===== src/rtl/imem_pkg.sv =====
// Shared types and constants for the RV32I instruction-fetch path.
// Optional feature macro used by consumers: IMEM_MISALIGN_TRAP_EN.
package imem_pkg;

  localparam int XLEN = 32;
  localparam int ILEN = 32;
  localparam logic [XLEN-1:0] PC_STEP = 32'd4;

  typedef struct packed {
    logic [ILEN-1:0] instr;
    logic [XLEN-1:0] pc;
  } fetch_entry_t;

  typedef enum logic {
    RUN  = 1'b0,
    HALT = 1'b1
  } fetch_state_e;

endpackage


===== src/rtl/fetch_queue.sv =====
// Two-entry in-order FIFO of fetched {instr, pc}; head is exposed as registers.
// Flush empties the queue but leaves stale data, which is masked by valid.
module fetch_queue
  import imem_pkg::*;
(
  input  logic         clk,
  input  logic         rst,
  input  logic         push,
  input  logic         pop,
  input  logic         flush,
  input  fetch_entry_t din,
  output fetch_entry_t head,
  output logic         valid,
  output logic [1:0]   count
);

  fetch_entry_t head_q, tail_q;
  logic [1:0]   count_q;

  always_ff @(posedge clk or posedge rst) begin
    if (rst) begin
      head_q  <= '0;
      tail_q  <= '0;
      count_q <= 2'd0;
    end else if (flush) begin
      count_q <= 2'd0;
    end else begin
      case ({push, pop})
        2'b10: begin
          if (count_q == 2'd0) head_q <= din;
          else                 tail_q <= din;
          count_q <= count_q + 2'd1;
        end
        2'b01: begin
          head_q  <= tail_q;
          count_q <= count_q - 2'd1;
        end
        // Simultaneous push/pop keeps the occupancy; with one entry the new
        // word goes straight to the head.
        2'b11: begin
          if (count_q == 2'd1) head_q <= din;
          else begin
            head_q <= tail_q;
            tail_q <= din;
          end
        end
        default: ;
      endcase
    end
  end

  assign head  = head_q;
  assign count = count_q;
  assign valid = (count_q != 2'd0);

endmodule


===== src/rtl/imem_fetch_ctrl.sv =====
// RV32I fetch controller: PC, fetch FSM and push/pop/redirect control.
// IMEM_MISALIGN_TRAP_EN adds the fault port and the HALT state.
module imem_fetch_ctrl
  import imem_pkg::*;
#(
  parameter logic [XLEN-1:0] RESET_PC = 32'h0000_0000,
  parameter int              QDEPTH   = 2
) (
  input  logic            clk,
  input  logic            rst,
  input  logic            redirect_valid,
  input  logic [XLEN-1:0] redirect_pc,
  output logic [XLEN-1:0] imem_addr,
  input  logic [ILEN-1:0] imem_instr,
  output logic            out_valid,
  output logic [ILEN-1:0] out_instr,
  output logic [XLEN-1:0] out_pc,
`ifdef IMEM_MISALIGN_TRAP_EN
  output logic            fault,
`endif
  input  logic            out_ready
);

  logic [XLEN-1:0] pc_q, target;
  fetch_state_e    state_q, state_d;
  logic            push, pop, q_valid;
  logic [1:0]      count;
  fetch_entry_t    din, head;

`ifdef IMEM_MISALIGN_TRAP_EN
  logic misalign;
  assign misalign = (redirect_pc[1:0] != 2'b00);
  assign target   = redirect_pc;
  assign fault    = (state_q == HALT);
`else
  assign target = redirect_pc & ~32'h3;
`endif

  always_comb begin
    state_d = state_q;
`ifdef IMEM_MISALIGN_TRAP_EN
    if (redirect_valid) state_d = misalign ? HALT : RUN;
`endif
  end

  always_ff @(posedge clk or posedge rst) begin
    if (rst) state_q <= RUN;
    else     state_q <= state_d;
  end

  assign pop  = q_valid & out_ready;
  assign push = (state_q == RUN) & ~redirect_valid &
                ((count < 2'(QDEPTH)) | pop);

  // Redirect wins over everything; pc wraps naturally at 2^32.
  always_ff @(posedge clk or posedge rst) begin
    if (rst)                 pc_q <= RESET_PC;
    else if (redirect_valid) pc_q <= target;
    else if (push)           pc_q <= pc_q + PC_STEP;
  end

  assign din.instr = imem_instr;
  assign din.pc    = pc_q;

  fetch_queue u_q (
    .clk   (clk),
    .rst   (rst),
    .push  (push),
    .pop   (pop & ~redirect_valid),
    .flush (redirect_valid),
    .din   (din),
    .head  (head),
    .valid (q_valid),
    .count (count)
  );

  assign imem_addr = pc_q;
  assign out_valid = q_valid;
  assign out_instr = head.instr;
  assign out_pc    = head.pc;

endmodule

===== config.mk =====
export PLATFORM = sky130hd
export DESIGN_NAME = imem_fetch_ctrl
export DESIGN_NICKNAME = d
export VERILOG_FILES = /design/src/rtl/imem_pkg.sv /design/src/rtl/fetch_queue.sv /design/src/rtl/imem_fetch_ctrl.sv
export SDC_FILE = /design/constraint.sdc
export NUM_CORES = 1
export LEC_CHECK = 0
export ABC_AREA = 1
export ABC_CLOCK_PERIOD_IN_PS = 7030
export BUFFER_PORTS_ARGS = -buffer_cell sky130_fd_sc_hd__buf_2
export CAP_MARGIN = 20
export CELL_PAD_IN_SITES_DETAIL_PLACEMENT = 1
export CELL_PAD_IN_SITES_GLOBAL_PLACEMENT = 1
export CORE_AREA = 10 10 149 151
export CTS_CLUSTER_SIZE = 40
export DETAILED_ROUTE_END_ITERATION = 16
export DIE_AREA = 0 0 159 161
export PLACE_DENSITY_LB_ADDON = 0.25
export REMOVE_ABC_BUFFERS = 1
export SYNTH_ARGS = -nofsm -noshare
export SYNTH_HDL_FRONTEND = slang
export SYNTH_SLANG_ARGS = --single-unit

===== constraint.sdc =====
create_clock -name clk -period 7.03 [get_ports clk]
set_input_delay 2.109 -clock clk [delete_from_list [all_inputs] [get_ports clk]]
set_output_delay 2.109 -clock clk [all_outputs]
set_load 0.01 [all_outputs]

==> metrics.txt, run 1 <==
via-per-instance ratio=4.884; Post-Route WL=23110 µm; worst setup margin=2.725 ns; Max Slew Vio Count=0; most common cell after layout, fill and taps aside=nand2_1; placed wire-length estimate=16110 µm; DIE AREA=25600 µm²; P_leak=4.887 nW; die width=159 µm; Clock power frac=23.8%; TritonCTS clock tree=done; most used cell, CP=nand2_1; Data required, critical path=7.39 ns; CTS clock-pin slew for the worst setup and hold paths=0.07 ns; synthesized flop and latch total=157; nature of the critical path startpoint=primary input; shortest period the worst path allows=4.305 ns; pre-CTS setup slack=2.234 ns; CTS resizes=0; peak supply drop=0.2521 mV; worst setup path endpoint=u_q.head[58]$_DFFE_PP0P_; final period utilization=61.24%; worst-path cell chain=buf_2, inv_1, nand2_2, a21oi_4, inv_2, buf_4, nand2_1, nand2_1; routed vias=6755; Distinct cells, synth=29; GRT overflow=0; RR Endpoint=u_q.tail_q[45]$_DFFE_PP0P_; DR iter-0 viols=311; Placed Cells=1351; TritonCTS buffer count=17; origin of the critical flop-to-flop path=u_q.count[1]$_DFFE_PP0P_; CP max stage cell=buf_2; Fillers=2428; cell type with the largest total area after synthesis=dfrtp_1; Port Buffer Count=160; sum of buffers and inverters on the critical path=4; most frequent cells in the layout=nand2_1 (388), buf_2 (160), dfrtp_1 (157); post-synthesis area per instance=7.775 µm²; routed metal-1 wire length=10290 µm; root buf cell=clkbuf_16; Stages on worst setup path=8; drt pass-1 iters=4; r2r setup slk=4.09 ns; type of the tightest min-delay check=flip-flop to flip-flop; Power Density=412.3 nW/µm²; Max Cap Viol=0; max_slew headroom=38.79%; P&R area growth vs syn=20.57%; P_int=2.232 mW; largest net degree at the start of global routing=87; first-pass GRT wire length=38170 µm; number of global-route vias before repair=7191; Post-CTS Hold Buffers=0; critical-path maximum fanout=38; post-synthesis sequential area ratio=52.25%; Tightest Pin Transition=0.9182 ns; H-Tree Depth=4; combinational group share of total power=35.4%; DR DRC count=0; IO Count=165; all-layer global routing usage=18.23%; critical path startpoint=redirect_valid; worst skew pair latency=0.43 ns; Starting Density=39.14%; Placer Congestion=0.8086; sw frac=40.27%; FF-to-FF path depth=9; Non-Filler Instances=1383; critical path endpoint category=flip-flop; Psw=1.505 mW; Post-Syn Instances=967; Fin Clk Skew=0.01037 ns; TNS Setup=0 ns; Core Util, Final=47.20%; initial antenna violation count=0; Tot Pwr=3.737 mW; CORE AREA=19210 µm²; postcts setup bufs=0; cell area after synthesis=7518 µm²; CP peak stage delay=0.53 ns; DR top layer=met4; nets=1176; RSZ-0062 raised after global routing=no; Max Freq=0.2323 GHz; Worst path top cell family by delay=buffers and inverters; sequential share of power=40.8%; CTS Sinks=157; Worst Path Arrival=4.67 ns; met3 wire len=1184 µm; diode count=0; status=completed; Ys Warns=0; # setup viols final=0; Crit Path Class=primary input to flip-flop; Max clock buf depth=2; Row Count=51; layout cells sized above 1=18.69%; largest cells by area after synthesis=dfrtp_1 (52%), nand2_1 (19%), o211ai_1 (5.4%); Routed WL per cell=16.71 µm; Antenna Nets Post-Route=0; Die H=161 µm; met2 wire len=11310 µm; post-synth top area share=52.25%; final-report hold violation count=0
worst register-to-register path: cells and delay by family, from the launching register on:
| kind | cells | cell delay (ns) |
|---|---|---|
| AND/OR/NAND/NOR | 5 | 1.48 |
| buffers and inverters | 2 | 0.59 |
| flip-flops | 1 | 0.38 |
| adder cells (fa/ha/maj) | 1 | 0.26 |
| AO/OA/AOI/OAI | 1 | 0.09 |
cell type report:
type	instances	area [µm²]	share of cell area, %
tap	265	331.6	3.658
clock inverter	12	102.6	1.132
multi-input combinational	675	3054	33.69
clock buffer	20	466.7	5.148
sequential	157	3929	43.34
timing repair buffer	166	845.8	9.331
inverter	88	335.3	3.699
power groups by stage:
stage | Combinational [mW] | Clock [mW] | Sequential [mW]
after floorplan | 0.713 | 0 | 1.60
after global placement | 1.31 | 0 | 1.52
after detailed placement | 1.35 | 0 | 1.54
after CTS | 1.36 | 0.914 | 1.53
after global routing | 1.52 | 0.953 | 1.58
final | 1.32 | 0.891 | 1.52
cells in the mapped netlist:
library cell	n
a21oi_1	19
a21oi_4	1
a22oi_1	2
a31oi_1	2
buf_2	21
buf_4	4
clkbuf_1	23
conb_1	1
dfrtp_1	157
ha_1	3
inv_1	85
inv_2	3
nand2_1	389
nand2_2	2
nand3_1	37
nand3b_1	1
nand4_1	1
nor2_1	66
nor2_2	1
nor2_4	2
nor3_1	2
nor3b_1	1
o211ai_1	54
o21ai_0	78
o21ai_1	2
o21bai_1	1
o221ai_1	2
xnor2_1	1
xor2_1	6
stage by stage:
stage	instance area, µm²	hold slack (ns)
after global placement	8496	0.4476
after detailed placement	8496	0.4607
after CTS	9065	0.4781
final	9065	0.4716
after global routing	9065	0.4960
after floorplan	7301	0.4535
routing by layer:
metal,global-route usage (%),up-vias
li1,-,3337
met1,23.07,3267
met2,30.33,131
met3,4.474,20
met4,5.350,0
met5,0,-
how the worst min path moves through the flow:
stage | depth (start not counted) | endpoint | slack, ns | startpoint
2_1_floorplan | 2 | u_q.tail_q[10]$_DFFE_PP0P_ | 0.45 | u_q.tail_q[10]$_DFFE_PP0P_
5_1_grt | 2 | u_q.head[63]$_DFFE_PP0P_ | 0.50 | u_q.head[63]$_DFFE_PP0P_
3_5_place_dp | 2 | u_q.head[41]$_DFFE_PP0P_ | 0.46 | u_q.head[41]$_DFFE_PP0P_
4_1_cts | 2 | u_q.head[63]$_DFFE_PP0P_ | 0.48 | u_q.head[63]$_DFFE_PP0P_
6_report | 2 | u_q.head[63]$_DFFE_PP0P_ | 0.47 | u_q.head[63]$_DFFE_PP0P_
3_3_place_gp | 2 | u_q.head[37]$_DFFE_PP0P_ | 0.45 | u_q.head[37]$_DFFE_PP0P_
logic make-up after synthesis:
kind of cell / share of synthesized area [%]
other: 0.04988
XOR/XNOR: 0.8155
flip-flops: 52.25
adder cells (fa/ha/maj): 0.4993
AO/OA/AOI/OAI: 12.90
AND/OR/NAND/NOR: 26.14
buffers and inverters: 7.339
sequential cells by signal (all words and copies together), names as in the netlist:
signal	count
imem_addr	30
u_q.head	63
u_q.count	2
u_q.tail_q	62
No activity file was read; power rests on OpenSTA's default activity.
==> run 2: changes to the inputs <==
- ABC_CLOCK_PERIOD_IN_PS: 7030 -> 4190
- clock period: 7.03 -> 4.19 ns (I/O delays scaled with it)
==> metrics.txt, run 2 (synthesis gave the netlist of run 1 again) <==
status=completed (unchanged); P_leak=4.921 nW (was 4.887 nW); Max Slew Vio Count=0 (unchanged); FF-to-FF path depth=11 (was 9); worst skew pair latency=0.43 ns (about the same); critical-path maximum fanout=39 (was 38); layout cells sized above 1=18.98% (was 18.69%); Data required, critical path=4.56 ns (was 7.39 ns); CORE AREA=19210 µm² (unchanged); initial antenna violation count=0 (unchanged); Tightest Pin Transition=0.8339 ns (was 0.9182 ns); Placer Congestion=0.8376 (was 0.8086); GRT overflow=0 (unchanged); nature of the critical path startpoint=primary input (unchanged); TritonCTS clock tree=done (unchanged); final-report hold violation count=0 (unchanged); root buf cell=clkbuf_16 (unchanged); largest net degree at the start of global routing=90 (was 87); Crit Path Class=primary input to flip-flop (unchanged); Post-Route WL=23150 µm (was 23110 µm); final period utilization=69.42%; routed vias=6832 (was 6755); diode count=0 (unchanged); CTS Sinks=157 (unchanged); worst hold path stage count=2 (unchanged); origin of the critical flop-to-flop path=u_q.count[1]$_DFFE_PP0P_ (unchanged); Starting Density=39.14% (unchanged); most frequent cells in the layout=nand2_1 (388), buf_2 (160), dfrtp_1 (157) (unchanged); Fillers=2452 (was 2428); DR iter-0 viols=315 (was 311); IO Count=165 (unchanged); Fin Hold WS=0.4658 ns (was 0.4716 ns); die width=159 µm (unchanged); drt pass-1 iters=4 (unchanged); placed instance area=8563 µm² (was 8496 µm²); peak supply drop=0.4145 mV (was 0.2521 mV); DIE AREA=25600 µm² (unchanged); Max Cap Viol=0 (unchanged); DR DRC count=0 (unchanged); TritonCTS buffer count=17 (unchanged); Row Count=51 (unchanged); type of the tightest min-delay check=flip-flop to flip-flop (unchanged); placed wire-length estimate=16250 µm (was 16110 µm); Worst Min Path Start=u_q.head[37]$_DFFE_PP0P_ (was u_q.head[63]$_DFFE_PP0P_); Routed WL per cell=16.69 µm (was 16.71 µm); CTS resizes=0 (unchanged); Largest register FFs=63 (unchanged); Die H=161 µm (unchanged); Max clock buf depth=2 (unchanged); most common cell after layout, fill and taps aside=nand2_1 (unchanged); first-pass GRT wire length=38420 µm (was 38170 µm); Antenna Nets Post-Route=0 (unchanged); r2r setup slk=1.50 ns (was 4.09 ns); number of global-route vias before repair=7353 (was 7191); all-layer global routing usage=18.35% (was 18.23%); CTS clock-pin slew for the worst setup and hold paths=0.07 ns (about the same); post-route cell area=9163 µm² (was 9065 µm²); via-per-instance ratio=4.926 (was 4.884); Power Density=695.8 nW/µm² (was 412.3 nW/µm²); pre-CTS setup slack=0.7857 ns (was 2.234 ns); critical path endpoint category=flip-flop (unchanged); P&R area growth vs syn=21.87% (was 20.57%); Worst Path Arrival=3.28 ns (was 4.67 ns); worst setup margin=1.281 ns (was 2.725 ns); # setup viols final=0 (unchanged); Fin Clk Skew=0.009141 ns (was 0.01037 ns); nets=1180 (was 1176); H-Tree Depth=4 (unchanged); RSZ-0062 raised after global routing=no (unchanged); Post-CTS Hold Buffers=0 (unchanged); postcts setup bufs=0 (unchanged); Port Buffer Count=160 (unchanged); critical path startpoint=out_ready (was redirect_valid); shortest period the worst path allows=2.909 ns; max_slew headroom=44.33% (was 38.79%); Max Freq=0.3438 GHz
run 2: changes by cell type in the layout (fill, tap and decap cells not counted), sizes merged:
cell      change
clkinvlp      +4
buf           +4
inv           -1
clkinv        -3
clkbuf        -2
bufinv        +2
run 2: critical path, stage by stage:
cell     delay [ns]
buf_2          0.12
inv_2          0.09
nor2_4         0.06
inv_2          0.07
nand2_1        0.15
nand2_2        0.26
a21oi_4        0.05
inv_2          0.61
buf_4          0.41
nand2_1        0.10
nand2_1        0.08
run 2: power by group:
group	total, mW	leakage [nW]	internal, mW	switching (mW)
sequential	2.55	1.92	2.16	0.390
clock	1.59	0.279	0.904	0.681
combinational	2.24	2.72	0.783	1.46
run 2: layout make-up:
| cell class | count | area (µm²) | area share (%) |
|---|---|---|---|
| Sequential cell | 157 | 3929 | 42.88 |
| Multi-Input combinational cell | 675 | 3054 | 33.33 |
| Timing Repair Buffer | 170 | 913.4 | 9.969 |
| Clock buffer | 18 | 439.2 | 4.793 |
| Inverter | 88 | 335.3 | 3.660 |
| Tap cell | 265 | 331.6 | 3.619 |
| Clock inverter | 14 | 160.2 | 1.748 |
run 2: path summary, 6_finish.rpt:
path,end
setup / recovery,u_q.head[12]$_DFFE_PP0P_
hold / removal,u_q.head[37]$_DFFE_PP0P_
setup reg to reg,u_q.head[12]$_DFFE_PP0P_
hold reg to reg,u_q.head[37]$_DFFE_PP0P_
max in group asynchronous,u_q.count[1]$_DFFE_PP0P_
min in group asynchronous,u_q.tail_q[32]$_DFFE_PP0P_
run 2: per-layer routing:
metal | global-route usage [%] | up-vias | part of all wire, %
li1 | - | 3355 | -
met1 | 22.37 | 3324 | 45
met2 | 31.46 | 134 | 50
met3 | 4.347 | 19 | 4.2
met4 | 5.855 | 0 | 1.3
met5 | 0 | - | 0
run 2: metrics by stage:
step,util (%),setup TNS (ns),total power [mW],std cells
6_report,47.70,0,6.375,1387
4_1_cts,47.70,0,6.487,1387
5_1_grt,47.70,0,6.917,1387
3_5_place_dp,44.58,0,4.872,1355
3_3_place_gp,44.58,0,4.770,1355
2_1_floorplan,-,-204.39,3.886,920
==> run 3: changes to the inputs <==
- ABC_AREA: 1 -> 0
- ABC_CLOCK_PERIOD_IN_PS: 4190 -> 2800
- CORE_AREA: 10 10 149 151 -> 10 10 141 143
- DIE_AREA: 0 0 159 161 -> 0 0 151 153
- clock period: 4.19 -> 2.8 ns (I/O delays scaled with it)
==> metrics.txt, run 3 <==
status=completed (unchanged); nets=842 (was 1180); synthesized flop and latch total=157 (unchanged); postcts setup bufs=0 (unchanged); DR iter-0 viols=242 (was 315); TritonCTS clock tree=done (unchanged); Crit Path Class=flip-flop to output port (was primary input to flip-flop); die width=151 µm (was 159 µm); Post-synth top flop=dfrtp_1 (unchanged); Fin Clk Skew=0.008611 ns (was 0.009141 ns); sequential share of power=39.6% (was 40.0%); CP max stage cell=dfrtp_1 (was inv_2); most frequent cells in the layout=buf_2 (160), dfrtp_1 (157), nor2_1 (68) (was nand2_1 (388), buf_2 (160), dfrtp_1 (157)); r2r setup slk=0.43 ns (was 1.50 ns); Largest register FFs=63 (unchanged); nature of the critical path startpoint=flip-flop (was primary input); Post-Route WL=19430 µm (was 23150 µm); Post-synth EDFFs=0 (unchanged); Tot Pwr=9.651 mW (was 6.375 mW); P_int=6.319 mW (was 3.849 mW); H-Tree Depth=4 (unchanged); most common cell after layout, fill and taps aside=buf_2 (was nand2_1); Post-CTS Hold Buffers=0 (unchanged); GRT overflow=0 (unchanged); Starting Density=41.27% (was 39.14%); Die H=153 µm (was 161 µm); worst skew pair latency=0.43 ns (about the same); post-synth top area share=55.81% (was 52.25%); cell area after synthesis=7039 µm² (was 7518 µm²); final period utilization=86.48%; Psw=3.332 mW (was 2.526 mW); first-pass GRT wire length=31110 µm (was 38420 µm); Max Freq=0.4130 GHz; Ys Warns=0 (unchanged); CTS resizes=0 (unchanged); largest net degree at the start of global routing=99 (was 90); critical-path maximum fanout=6 (was 39); initial antenna violation count=1 (was 0); max_slew headroom=57.63% (was 44.33%); DR DRC count=0 (unchanged); number of global-route vias before repair=5898 (was 7353); Clock power frac=26.7% (was 24.9%); Worst Path Arrival=1.58 ns (was 3.28 ns); via-per-instance ratio=5.214 (was 4.926); final-report hold violation count=0 (unchanged); most frequent cells after synthesis=dfrtp_1 (157), nor2_1 (69), a21oi_1 (67) (was nand2_1 (389), dfrtp_1 (157), inv_1 (85)); Placer Congestion=0.7583 (was 0.8376); CTS Sinks=157 (unchanged); IO Count=165 (unchanged); root buf cell=clkbuf_16 (unchanged); layout cells sized above 1=36.10% (was 18.98%); Post-Syn Instances=614 (was 967); Max Slew Vio Count=0 (unchanged); Distinct cells, synth=42 (was 29); Async S/R FF share, synth=100.0% (unchanged); peak supply drop=0.4993 mV (was 0.4145 mV); drt pass-1 iters=4 (unchanged); Fillers=1891 (was 2452); CTS clock-pin slew for the worst setup and hold paths=0.06 ns (was 0.07 ns); # setup viols final=0 (unchanged); RSZ-0062 raised after global routing=no (unchanged); Port Buffer Count=160 (unchanged); Antenna Nets Post-Route=0 (unchanged); all-layer global routing usage=16.83% (was 18.35%); Max Cap Viol=0 (unchanged); CORE AREA=17060 µm² (was 19210 µm²); CP peak stage delay=0.38 ns (was 0.61 ns); Tightest Pin Transition=0.6298 ns (was 0.8339 ns); TNS Setup=0 ns (unchanged); TritonCTS buffer count=17 (unchanged); most used cell, CP=inv_1; origin of the critical flop-to-flop path=u_q.count[1]$_DFFE_PP0P_ (unchanged); sw frac=34.53% (was 39.62%); shortest period the worst path allows=2.421 ns; P_leak=3.826 nW (was 4.921 nW); type of the tightest min-delay check=primary input to async pin (was flip-flop to flip-flop); P&R area growth vs syn=24.97% (was 21.87%); cell type with the largest total area after synthesis=dfrtp_1 (unchanged); critical path endpoint category=output port (was flip-flop); largest cells by area after synthesis=dfrtp_1 (56%), mux2_2 (9.9%), mux2i_1 (8.7%) (was dfrtp_1 (52%), nand2_1 (19%), o211ai_1 (5.4%)); Max clock buf depth=2 (unchanged); routed vias=5266 (was 6832); Power Density=1097 nW/µm² (was 695.8 nW/µm²); post-synthesis area per instance=11.46 µm² (was 7.775 µm²); DIE AREA=23100 µm² (was 25600 µm²); placed wire-length estimate=13530 µm (was 16250 µm); combinational group share of total power=33.7% (was 35.1%); Routed WL per cell=19.24 µm (was 16.69 µm); Row Count=48 (was 51); Data required, critical path=1.96 ns (was 4.56 ns); post-synthesis sequential area ratio=55.81% (was 52.25%); RR Endpoint=imem_addr[20]$_DFFE_PP0P_ (was u_q.head[12]$_DFFE_PP0P_); FF-to-FF path depth=7 (was 11); most frequent cell after synthesis=dfrtp_1 (was nand2_1); worst-path cell chain=inv_1, ha_1, inv_1, buf_2 (was buf_2, inv_2, nor2_4, inv_2, nand2_1, nand2_2, a21oi_4, inv_2, buf_4, nand2_1, nand2_1)
## run 3: cell types whose count changed in the layout (fill, tap and decap cells not counted), moves of 30 or more
cell,delta
nand3_1,-30
o211ai_1,-54
o21ai_0,-47
a21oi_1,+48
inv_1,-78
mux2_2,+62
mux2i_1,+61
nand2_1,-351
## run 3: routing by layer
layer | vias to the layer above | global-route usage (%) | part of all wire [%]
met3 | 17 | 6.377 | 7.4
met1 | 2672 | 19.80 | 41
met5 | - | 0 | 0
li1 | 2450 | - | -
met2 | 127 | 28.11 | 50
met4 | 0 | 4.310 | 1.1
## run 3: worst max path at each step
stage                                        start                        end  slack (ns)  depth (start not counted)
after floorplan           u_q.count[1]$_DFFE_PP0P_   u_q.head[10]$_DFFE_PP0P_       -8.21                          5
after CTS                 u_q.count[1]$_DFFE_PP0P_                  out_valid        0.36                          4
after global placement                   out_ready  imem_addr[20]$_DFFE_PP0P_        0.30                          6
final                     u_q.count[1]$_DFFE_PP0P_                  out_valid        0.38                          4
after detailed placement                 out_ready  imem_addr[20]$_DFFE_PP0P_        0.33                          6
after global routing      u_q.count[1]$_DFFE_PP0P_  imem_addr[20]$_DFFE_PP0P_        0.25                          7
## run 3: power by group through the flow
stage / sequential, mW / clock, mW / combinational [mW]
finish: 3.82 / 2.58 / 3.25
global route: 3.95 / 2.77 / 3.62
CTS: 3.83 / 2.64 / 3.34
detailed placement: 3.85 / 0 / 3.31
global placement: 3.76 / 0 / 3.16
floorplan: 3.99 / 0 / 2.02
## run 3: cells by family after synthesis
kind of cell	count (synthesis)	synth area share, %
other	1	0.05327
muxes	123	18.59
DFF	157	55.81
AOI/OAI and AO/OA	106	8.247
buffers and inverters	45	2.933
xor gates and xnor gates	26	3.235
and+or+nand+nor	153	10.59
adders and majority gates	3	0.5333
## run 3: stage by stage
| stage | hold WS (ns) | utilization [%] | setup slack (ns) | std cells | instance area [µm²] |
|---|---|---|---|---|---|
| final | 0.4621 | 51.58 | 0.3785 | 1010 | 8797 |
| after floorplan | 0.4502 | - | -8.207 | 578 | 6867 |
| after CTS | 0.4744 | 51.56 | 0.3550 | 1009 | 8795 |
| after global routing | 0.4975 | 51.56 | 0.2488 | 1009 | 8795 |
| after detailed placement | 0.4858 | 47.69 | 0.3259 | 977 | 8134 |
| after global placement | 0.4653 | 47.69 | 0.2968 | 977 | 8134 |
## run 3: worst max-delay path: cells and delay by family (launching register included)
kind	cells	cell delay [ns]
buffers and inverters	3	0.47
adder cells (fa/ha/maj)	1	0.31
flip-flops	1	0.38
## run 3: final cells by class
type	instances	area (µm²)	share of cell area (%)
clock buffers	17	425.4	4.836
flip-flops and latches	157	3929	44.66
inverters	8	35.03	0.3982
diodes	1	2.502	0.02845
multi-input cells	413	2933	33.34
repair buffers	174	955.9	10.87
clock inverters	15	235.2	2.674
well taps	225	281.5	3.200
